### src/rtl/fetch_buffer.sv
// Instruction prefetch queue: issues one memory read at a time and buffers returned words
// with their PCs until the consumer pops them.
module fetch_buffer #(
    parameter int ADDR_W = 23,
    parameter int DEPTH = 4,
    parameter logic [ADDR_W-1:0] RESET_PC = '0
) (
    input  logic                         clk,
    input  logic                         reset,
    input  logic                         redirect,
    input  logic [ADDR_W-1:0]            redirect_pc,
    input  logic                         data_req,
    output logic                         mem_ce,
    output logic [31:0]                  mem_addr,
    input  logic                         mem_busy,
    input  logic                         mem_valid,
    input  logic [31:0]                  mem_data,
    output logic                         instr_valid,
    input  logic                         instr_ready,
    output logic [31:0]                  instr,
    output logic [ADDR_W-1:0]            instr_pc,
    output logic [$clog2(DEPTH+1)-1:0]   level,
    output logic [1:0]                   fsm_state
);

    localparam int LVL_W = $clog2(DEPTH + 1);
    localparam int PTR_W = $clog2(DEPTH);
    localparam logic [ADDR_W-1:0] ALIGN_MASK = ADDR_W'(3);

    typedef enum logic [1:0] {
        S_IDLE    = 2'd0,
        S_WAIT    = 2'd1,
        S_DISCARD = 2'd2
    } state_t;

    state_t              state_q, state_d;
    logic [ADDR_W-1:0]   pc_q, pc_d;
    logic [ADDR_W-1:0]   ipc_q, ipc_d;
    logic [PTR_W-1:0]    rd_q, rd_d;
    logic [PTR_W-1:0]    wr_q, wr_d;
    logic [LVL_W-1:0]    level_q, level_d;
    logic [31:0]         data_mem_q [DEPTH];
    logic [31:0]         data_mem_d [DEPTH];
    logic [ADDR_W-1:0]   pc_mem_q [DEPTH];
    logic [ADDR_W-1:0]   pc_mem_d [DEPTH];

    logic pop;
    logic push;
    logic has_room;
    logic issue;

    // The head transfers on any cycle with instr_valid && instr_ready; instr/instr_pc
    // stay put until that happens. A redirect in the same cycle cancels the pop.
    assign pop      = (level_q != '0) && instr_ready && !redirect;
    assign push     = (state_q == S_WAIT) && mem_valid && !redirect;
    assign has_room = (level_q != LVL_W'(DEPTH)) || pop;
    // mem_valid is deliberately absent here: a returning word only frees IDLE next cycle.
    assign issue    = !reset && (state_q == S_IDLE) && !redirect && !data_req
                      && !mem_busy && has_room;

    always_comb begin
        state_d    = state_q;
        pc_d       = pc_q;
        ipc_d      = ipc_q;
        rd_d       = rd_q;
        wr_d       = wr_q;
        level_d    = level_q;
        data_mem_d = data_mem_q;
        pc_mem_d   = pc_mem_q;

        if (redirect) begin
            pc_d    = redirect_pc & ~ALIGN_MASK;
            rd_d    = '0;
            wr_d    = '0;
            level_d = '0;
            // An outstanding read must still be absorbed unless it is returning right now.
            if (state_q != S_IDLE) begin
                state_d = mem_valid ? S_IDLE : S_DISCARD;
            end
        end else begin
            if (issue) begin
                ipc_d   = pc_q;
                pc_d    = pc_q + ADDR_W'(4);
                state_d = S_WAIT;
            end
            if ((state_q == S_WAIT || state_q == S_DISCARD) && mem_valid) begin
                state_d = S_IDLE;
            end
            if (push) begin
                data_mem_d[wr_q] = mem_data;
                pc_mem_d[wr_q]   = ipc_q;
                wr_d             = wr_q + PTR_W'(1);
            end
            if (pop) begin
                rd_d = rd_q + PTR_W'(1);
            end
            if (push && !pop) begin
                level_d = level_q + LVL_W'(1);
            end else if (pop && !push) begin
                level_d = level_q - LVL_W'(1);
            end
        end
    end

    always_ff @(posedge clk) begin
        if (reset) begin
            state_q <= S_IDLE;
            pc_q    <= RESET_PC;
            ipc_q   <= '0;
            rd_q    <= '0;
            wr_q    <= '0;
            level_q <= '0;
        end else begin
            state_q    <= state_d;
            pc_q       <= pc_d;
            ipc_q      <= ipc_d;
            rd_q       <= rd_d;
            wr_q       <= wr_d;
            level_q    <= level_d;
            data_mem_q <= data_mem_d;
            pc_mem_q   <= pc_mem_d;
        end
    end

    assign mem_ce      = issue;
    assign mem_addr    = issue ? 32'(pc_q) : 32'd0;
    assign instr_valid = !reset && (level_q != '0);
    assign instr       = instr_valid ? data_mem_q[rd_q] : 32'd0;
    assign instr_pc    = instr_valid ? pc_mem_q[rd_q] : '0;
    assign level       = reset ? '0 : level_q;
    assign fsm_state   = state_q;

endmodule
### config.mk
export PLATFORM = sky130hd
export DESIGN_NAME = fetch_buffer
export DESIGN_NICKNAME = d
export VERILOG_FILES = /design/src/rtl/fetch_buffer.sv
export SDC_FILE = /design/constraint.sdc
export NUM_CORES = 1
export LEC_CHECK = 0
export CAP_MARGIN = 30
export CORE_MARGIN = 5
export CORE_UTILIZATION = 49
export DETAILED_ROUTE_END_ITERATION = 8
export PLACE_DENSITY = 0.76
export SLEW_MARGIN = 10
export SYNTH_ARGS = -nofsm -noshare
export SYNTH_HDL_FRONTEND = slang
export SYNTH_SLANG_ARGS = --single-unit
### constraint.sdc
create_clock -name clk -period 2.3 [get_ports clk]
set_input_delay 0.46 -clock clk [delete_from_list [all_inputs] [get_ports clk]]
set_output_delay 0.46 -clock clk [all_outputs]
set_load 0.005 [all_outputs]
-- Word level (Yosys, flattened, before mapping)
Cells that the tools add are included.
- word-level logic and storage cells: 88
- input bits: 62
- bits in registers: 275
- output and inout bits: 94
- equality and inequality tests: 4
- bitwise logic cells: 4
- $add $sub $neg: 5
- mux-type cells: 25
- reduce and logical (&&, ||, !) cells: 32
- $lt $le $gt $ge: 3
- operators by type and width (operator ; number):
    $mux 23 ; 7
    $bwmux 128 ; 1
    $mux 32 ; 4
    $bwmux 92 ; 1
    $bmux 32 s2 ; 1
    $demux 32 s2 ; 1
    $bmux 23 s2 ; 1
    $demux 23 s2 ; 1
    $add 23x3->23 const B ; 1
    $logic_and 1x1->1 ; 14
    $mux 2 ; 5
    $mux 3 ; 3
    $ge 3x3->1 const B ; 2
    $logic_not 1->1 ; 6
    $not 2->3 ; 2
    $reduce_bool 2->1 ; 3
    $reduce_bool 3->1 ; 2
    $add 2x1->2 const B ; 2
    $reduce_and 2->1 ; 2
    $add 3x1->3 const B ; 1
    $lt 3x1->1 const B ; 1
    $ne 3x3->1 const B ; 1
    $reduce_and 3->1 ; 1
    $sub 3x1->3 const B ; 1
    other kinds (7) ; 9

-- Logic depth before layout (Yosys ltp)
Gate-level depths: netlist of run 1.
- depth in word-level cells: 9
- gate-level depth with buffers: 11
- mapped depth without buffers: 10

-- Least setup slack after synthesis of run 1
No wires, ideal clock.
- path kind: register to register
- start: reg state_q[1], in the netlist fsm_state[1]
- end: reg data_mem_q[0] (netlist bit) (enable)
- setup time: 416 ps
- arrival time: 2109 ps
- period minus slack after synthesis: 2526 ps
- required time: 1884 ps
- stages on the path, launching flop included: 5
- path buffers: 0
- slack: -226 ps
- cell sequence: dfxtp_1 inv_1 ha_1 and2_0 and3_1
- longest elaborated chain between the ends: 4
- RTL lines (item ; line ; RTL):
    start, declared ; 36 ; state_t state_q, state_d;
    start signal, assigned ; 114 ; state_q <= state_d;
    $eq 2x1->1 ; 55 ; assign push = (state_q == S_WAIT) && mem_valid && !redirect;
    $logic_and 1x1->1 (2 in series) ; 55 ;
    $reduce_and 3->1 (no source line) ; -- ;
    end signal, assigned ; 120 ; data_mem_q <= data_mem_d;
    end, declared ; 42 ; logic [31:0] data_mem_q [DEPTH];
No other way between the ends.
A chain may end at the register's enable or synchronous reset.

-- Final worst setup path of run 1
- start: reg rd_q[0]
- end: out instr_pc[9]
- longest elaborated chain between the ends: 5
- RTL lines (item ; line ; RTL):
    start, declared ; 39 ; logic [PTR_W-1:0] rd_q, rd_d;
    start signal, assigned ; 117 ; rd_q <= rd_d;
    $not 2->3 (implied by the code) ; 129 ; assign instr_pc = instr_valid ? pc_mem_q[rd_q] : '0;
    $bmux 23 s2 ; 129 ;
    $mux 23 (implied by the code) (2 in series) ; 129 ;
    $mux 23 ; 129 ;
    end, declared ; 21 ; output logic [ADDR_W-1:0] instr_pc,
No other way between the ends. The select of a mux whose other input is x is not followed.

==> results.py, run 1 <==
metrics = {
    "layout": {
        "final_cell_count_no_fill": 1256,
        "nets": 1027,
        "drive_gt1_share_pct": 42.3,
        "fin_area_sq_um": 14900,
        "fillers": 1407,
        "antennaDiodeCount": 0,
        "area_delta_synth_final_pct": 38.7,
    },
    "clock_tree": {
        "cts_max_level": 1,
        "cts_tree": "yes",
        "clkSinkCount": 263,
        "hold_buffers": 0,
        "cts-root-buf": "clkbuf_16",
        "path_clk_slew_ns": 0.07,
        "clk_latency_ns": 0.52,
        "cts_inserted_buffers": 27,
        "clk_path_buf_depth": 3,
    },
    "grt": {
        "grt_util_all_layers_pct": 19.4,
        "grt_max_degree": 39,
        "grt_first_pass_wirelength_microns": 37900,
        "grt.overflow.total": 0,
        "antenna_found_initial": 0,
        "grt_pass1_vias": 6996,
    },
    "routing": {
        "firstDrtPassIters": 5,
        "drc": 0,
        "drt-initial-drc-count": 410,
        "vias": 6840,
        "totalWireLength_microns": 24800,
        "final_antenna_net_count": 0,
        "via_per_inst": 5.45,
        "post_drt_wl_per_cell_microns": 19.8,
    },
    "yosys": {
        "synth_top_cell_by_area": "edfxtp_1",
        "synth-main-ff-cell": "edfxtp_1",
        "synth_cells": 697,
        "ys_ff_latch": 263,
        "synth_top_area_share_pct": 59.4,
        "yosysWarnings": 0,
        "synth-edff-count": 212,
        "synth_cell_types": 53,
        "ys_top_cells_by_area": "edfxtp_1, mux4_2, dfxtp_1",
        "avgSynthCellArea_sq_um": 15.4,
        "yosysSeqAreaShare_pct": 68.9,
        "synth.most_common_cell": "edfxtp_1",
        "synth_area_sq_um": 10700,
        "synth-async-reset-ratio_pct": 0,
        "synth_commonest_cells": "edfxtp_1, nand2_1, and2_1, mux4_2, dfxtp_1",
    },
    "sta": {
        "hold_viol_final": 0,
        "min_period_ns": 2.50,
        "setup_viol": 65,
        "fin_ws_ns": -0.196,
        "max_freq_ghz": 0.401,
        "finClkSkew_ns": 0.0167,
        "fin_crit_sh_pct": 109,
        "finalMaxSlewViolations": 0,
        "setup_tns_ns": -6.48,
        "rsz0062_at_grt": "true",
    },
    "critical_path": {
        "worst-r2r-cell-count": 11,
        "worst-path-max-fanout": 7,
        "worst_path_max_delay_cell": "mux4_2",
        "cp.arrival_ns": 2.04,
        "startpoint_type": "flop",
        "cp.required_ns": 1.84,
        "slowest_delay_ns": 0.49,
        "crit_type": "flop to output pin",
        "crit_chain": "buf_12, buf_12, buf_6, mux4_2, and2_4, buf_6",
        "critPathCaptureType": "output pin",
    },
    "floorplan": {
        "dieWidth_microns": 158,
        "die_h_microns": 158,
        "ios": 156,
        "rows": 54,
        "initial_core_util_pct": 49.4,
        "coreArea_sq_um": 21700,
        "die_area_sq_um": 24900,
    },
    "outcome": {
        "violations": "setup timing",
        "status": "finished, violations left",
    },
    "min_path": {
        "hold_depth": 4,
        "hp-class": "input pin to flop",
    },
    "power": {
        "p_leak_nw": 5.61,
        "power.density_nw_per_um2": 707,
        "vdd.ir_drop.worst_mv": 0.502,
    },
    "place": {
        "port-buffer-count": 140,
        "placed_cells": 1155,
        "place_congestion": 0.845,
        "place_area_sq_um": 13000,
        "dp_hpwl_microns": 15500,
    },
    "flow_run": {
        "maxCapViolCount": 0,
    },
}
sequential cells by signal, summed over array words and instances, names as in the netlist:
signal,cells
ipc_q,21
pc_q,21
data_mem_q,128
wr_q,2
rd_q,2
level_q,3
pc_mem_q,84
fsm_state,2
report_power, final:
group | total [mW] | internal, mW | switching (mW)
Clock | 4.93 | 3.13 | 1.81
Sequential | 5.19 | 5.14 | 0.0515
Combinational | 0.383 | 0.210 | 0.173
worst max-delay path: cells and delay by family (launching register included):
family / cells / cell delay (ns)
multiplexers: 1 / 0.49
flip-flops: 1 / 0.39
AND/OR/NAND/NOR: 1 / 0.17
buffers and inverters: 4 / 0.45
area by class of cell:
class,count,area (sq um),area share [%]
Sequential cell,263,7400,49.8
Timing Repair Buffer,265,2670,17.9
Tap cell,280,350,2.36
Clock buffer,31,743,5.00
Clock inverter,18,292,1.96
Inverter,32,135,0.909
Multi-Input combinational cell,367,3280,22.1
layout by cell type (no fill, tap or decap), drive strengths merged, types with 13 or more instances in the layout:
cell / netlist / final
inv: 31 / 34
conb: 1 / 13
dfxtp: 51 / 51
a21oi: 37 / 37
clkdlybuf4s50: 0 / 62
clkbuf: 18 / 32
buf: 29 / 200
nor2: 20 / 20
nand2: 76 / 76
mux4: 53 / 53
edfxtp: 212 / 212
and2: 55 / 55
nand3: 18 / 18
final timing paths:
check / start / endpoint / slack (ns)
worst max-delay path: rd_q[0] / instr_pc[9] / -0.20
worst min register to register: ipc_q[18] / ipc_q[18] / 0.50
worst min-delay path: reset / ipc_q[16] / 0.45
worst max register to register: fsm_state[0] / level_q[2] / 0.16
per-stage QoR:
step / setup WS, ns / hold slack, ns / util (%) / total power [mW]
final: -0.196 / 0.455 / 68.6 / 10.5
after global routing: -0.262 / 0.451 / 68.6 / 10.8
after CTS: -0.238 / 0.428 / 67.4 / 10.5
after detailed placement: -0.428 / 0.498 / 60.0 / 5.60
after global placement: -0.386 / 0.478 / 60.0 / 5.60
after floorplan: 0.183 / 0.460 / - / 5.40
routing by layer:
layer | track usage (%) | vias up | wire [microns] | share of wire (%)
li1 | - | 3120 | - | -
met1 | 26.4 | 3382 | 10100 | 41
met2 | 33.0 | 290 | 12400 | 50
met3 | 3.64 | 48 | 1900 | 7.7
met4 | 4.59 | 0 | 474 | 1.9
met5 | 0 | - | 0 | 0
kinds of logic (layout without fill, tap and decap cells):
logic type	count (synthesis)	count (layout)	synth area share [%]
adders and majority gates	9	9	1.12
DFF	263	263	68.9
buffers and inverters	79	346	3.66
xor gates and xnor gates	7	7	0.572
muxes	58	58	11.6
and+or+nand+nor	211	211	10.3
AOI/OAI and AO/OA	69	69	3.79
other	1	13	0.0350
timing repair:
| action | in CTS | in global routing |
|---|---|---|
| pin swaps | 52 | 1 |
| cloned | 5 | 0 |
| setup endpoints to repair | 76 | 74 |
| resized for setup | 438 | 75 |
| setup buffers | 36 | 21 |
No activity file was read; power rests on OpenSTA's default activity.
==> inputs of run 2 (changes only) <==
--- a/config.mk
+++ b/config.mk
@@ -9,7 +9,8 @@
 export CORE_MARGIN = 5
 export CORE_UTILIZATION = 49
 export DETAILED_ROUTE_END_ITERATION = 8
-export PLACE_DENSITY = 0.76
+export MAX_ROUTING_LAYER = met4
+export PLACE_DENSITY = 0.78
 export SLEW_MARGIN = 10
 export SYNTH_ARGS = -nofsm -noshare
 export SYNTH_HDL_FRONTEND = slang
==> results.py, run 2 (synthesized netlist as in run 1, its figures left out) <==
metrics = {
    "sta": {
        "max_freq_ghz": 0.391,
        "min_period_ns": 2.56,
        "worst_hold_slack_ns": 0.496,
        "finalMaxSlewViolations": 0,
        "finClkSkew_ns": 0.0117,
        "setup_tns_ns": -10.48,
        "hold_viol_final": 0,
        "fin_ws_ns": -0.260,
        "rsz0062_at_grt": "true",
        "fin_crit_sh_pct": 111,
        "setup_viol": 74,
    },
    "layout": {
        "area_delta_synth_final_pct": 39.2,
        "top_register": "data_mem_q",
        "antennaDiodeCount": 0,
        "final_cell_count_no_fill": 1262,
        "fin_area_sq_um": 14900,
        "final_core_util_pct": 68.8,
        "drive_gt1_share_pct": 42.1,
        "layout_common_cells": "edfxtp_1, buf_4, buf_6",
        "nets": 1033,
        "reg.largest.list": "data_mem_q x128, pc_mem_q x84",
        "final_common_cell": "edfxtp_1",
        "largest_register_ff_count": 128,
    },
    "place": {
        "preCtsSetupSlack_ns": -0.428,
        "port-buffer-count": 140,
        "place_congestion": 0.902,
        "placed_cells": 1149,
        "dp_hpwl_microns": 15200,
        "place_area_sq_um": 13000,
    },
    "critical_path": {
        "cp_common_cell": "buf_12",
        "crit_chain": "buf_12, buf_12, buf_12, buf_12, mux4_2, and2_1, buf_2",
        "crit_type": "flop to output pin",
        "critPathCaptureType": "output pin",
        "cp.required_ns": 1.84,
        "startpoint_type": "flop",
        "cp.arrival_ns": 2.10,
        "worst_path_max_delay_cell": "mux4_2",
        "worst-path-max-fanout": 6,
        "slowest_delay_ns": 0.50,
    },
    "floorplan": {
        "dieWidth_microns": 158,
        "die_h_microns": 158,
        "rows": 54,
        "die_area_sq_um": 24900,
        "initial_core_util_pct": 49.4,
        "ios": 156,
        "coreArea_sq_um": 21700,
    },
    "routing": {
        "post_drt_wl_per_cell_microns": 20.7,
        "totalWireLength_microns": 26100,
        "via_per_inst": 5.54,
        "final_antenna_net_count": 0,
        "drt-initial-drc-count": 489,
        "drc": 0,
        "vias": 6997,
        "firstDrtPassIters": 5,
    },
    "grt": {
        "grt.overflow.total": 0,
        "grt_util_all_layers_pct": 21.0,
        "antenna_found_initial": 0,
        "grt_max_degree": 44,
        "grt_first_pass_wirelength_microns": 39300,
        "grt_pass1_vias": 7223,
    },
    "power": {
        "pwr-share-clk_pct": 43.3,
        "p_sw_mw": 1.98,
        "p_leak_nw": 5.63,
        "vdd.ir_drop.worst_mv": 0.339,
        "pwr-share-seq_pct": 52.6,
        "power.density_nw_per_um2": 661,
        "pwr-share-comb_pct": 4.1,
        "switching_share_pct": 20.1,
        "power.total_mw": 9.86,
        "intPower_mw": 7.88,
    },
    "outcome": {
        "violations": "setup timing",
        "status": "finished, violations left",
    },
    "clock_tree": {
        "cts_tree": "yes",
        "cts_max_level": 1,
        "clk_path_buf_depth": 3,
        "hold_buffers": 0,
        "clkSinkCount": 263,
        "path_clk_slew_ns": 0.06,
        "cts_inserted_buffers": 26,
        "cts-root-buf": "clkbuf_16",
        "clk_latency_ns": 0.52,
    },
    "min_path": {
        "hp-class": "flop to flop",
    },
    "flow_run": {
        "maxCapViolCount": 0,
    },
}
-- run 2: final timing paths --
check        slack, ns         end  cells past startpoint    startpoint
max              -0.26   instr[12]                      7       rd_q[0]
min               0.50   ipc_q[10]                      2     ipc_q[10]
max reg2reg       0.11  level_q[2]                     11  fsm_state[1]
min reg2reg       0.50   ipc_q[10]                      2     ipc_q[10]
-- run 2: power by group through the flow --
stage | clock network, mW | logic [mW] | registers, mW
3_3_place_gp | 0 | 0.316 | 5.28
4_1_cts | 4.34 | 0.375 | 5.18
3_5_place_dp | 0 | 0.322 | 5.28
2_1_floorplan | 0 | 0.132 | 5.27
6_report | 4.27 | 0.401 | 5.19
5_1_grt | 4.57 | 0.427 | 5.19
-- run 2: critical path: cells and delay by family, from the launching register on --
family,cells,cell delay [ns]
and+or+nand+nor,1,0.15
buffers and inverters,5,0.55
muxes,1,0.50
DFF,1,0.38
-- run 2: repair_timing --
action                                  4_1_cts  5_1_grt
resized for setup                           445       79
hold endpoints to repair                      0        0
endpoints found under the setup margin       77       76
pin swaps                                    56       10
cloned                                        7        1
setup buffers                                50       23
-- run 2: area by class of cell --
class,instances,area [sq um]
clock buffer,31,701
clock inverter,17,175
fill,1436,6760
inverter,32,125
multi-input combinational,367,3300
sequential,263,7400
tap,280,350
timing repair buffer,272,2870
-- run 2: metal layers --
| metal | global-route usage, % | vias to the layer above | part of all wire [%] |
|---|---|---|---|
| met5 | - | - | 0 |
| met4 | 5.52 | 0 | 2.9 |
| met3 | 3.77 | 71 | 8.0 |
| met2 | 34.9 | 367 | 50 |
| met1 | 27.0 | 3438 | 39 |
| li1 | - | 3121 | - |
==> inputs of run 3 (changes only) <==
--- a/config.mk
+++ b/config.mk
@@ -5,6 +5,7 @@
 export SDC_FILE = /design/constraint.sdc
 export NUM_CORES = 1
 export LEC_CHECK = 0
+export ABC_CLOCK_PERIOD_IN_PS = 2300
 export CAP_MARGIN = 30
 export CORE_MARGIN = 5
 export CORE_UTILIZATION = 49
==> results of run 3 <==
The final DEF is identical to that of run 2; final timing and power are the same.
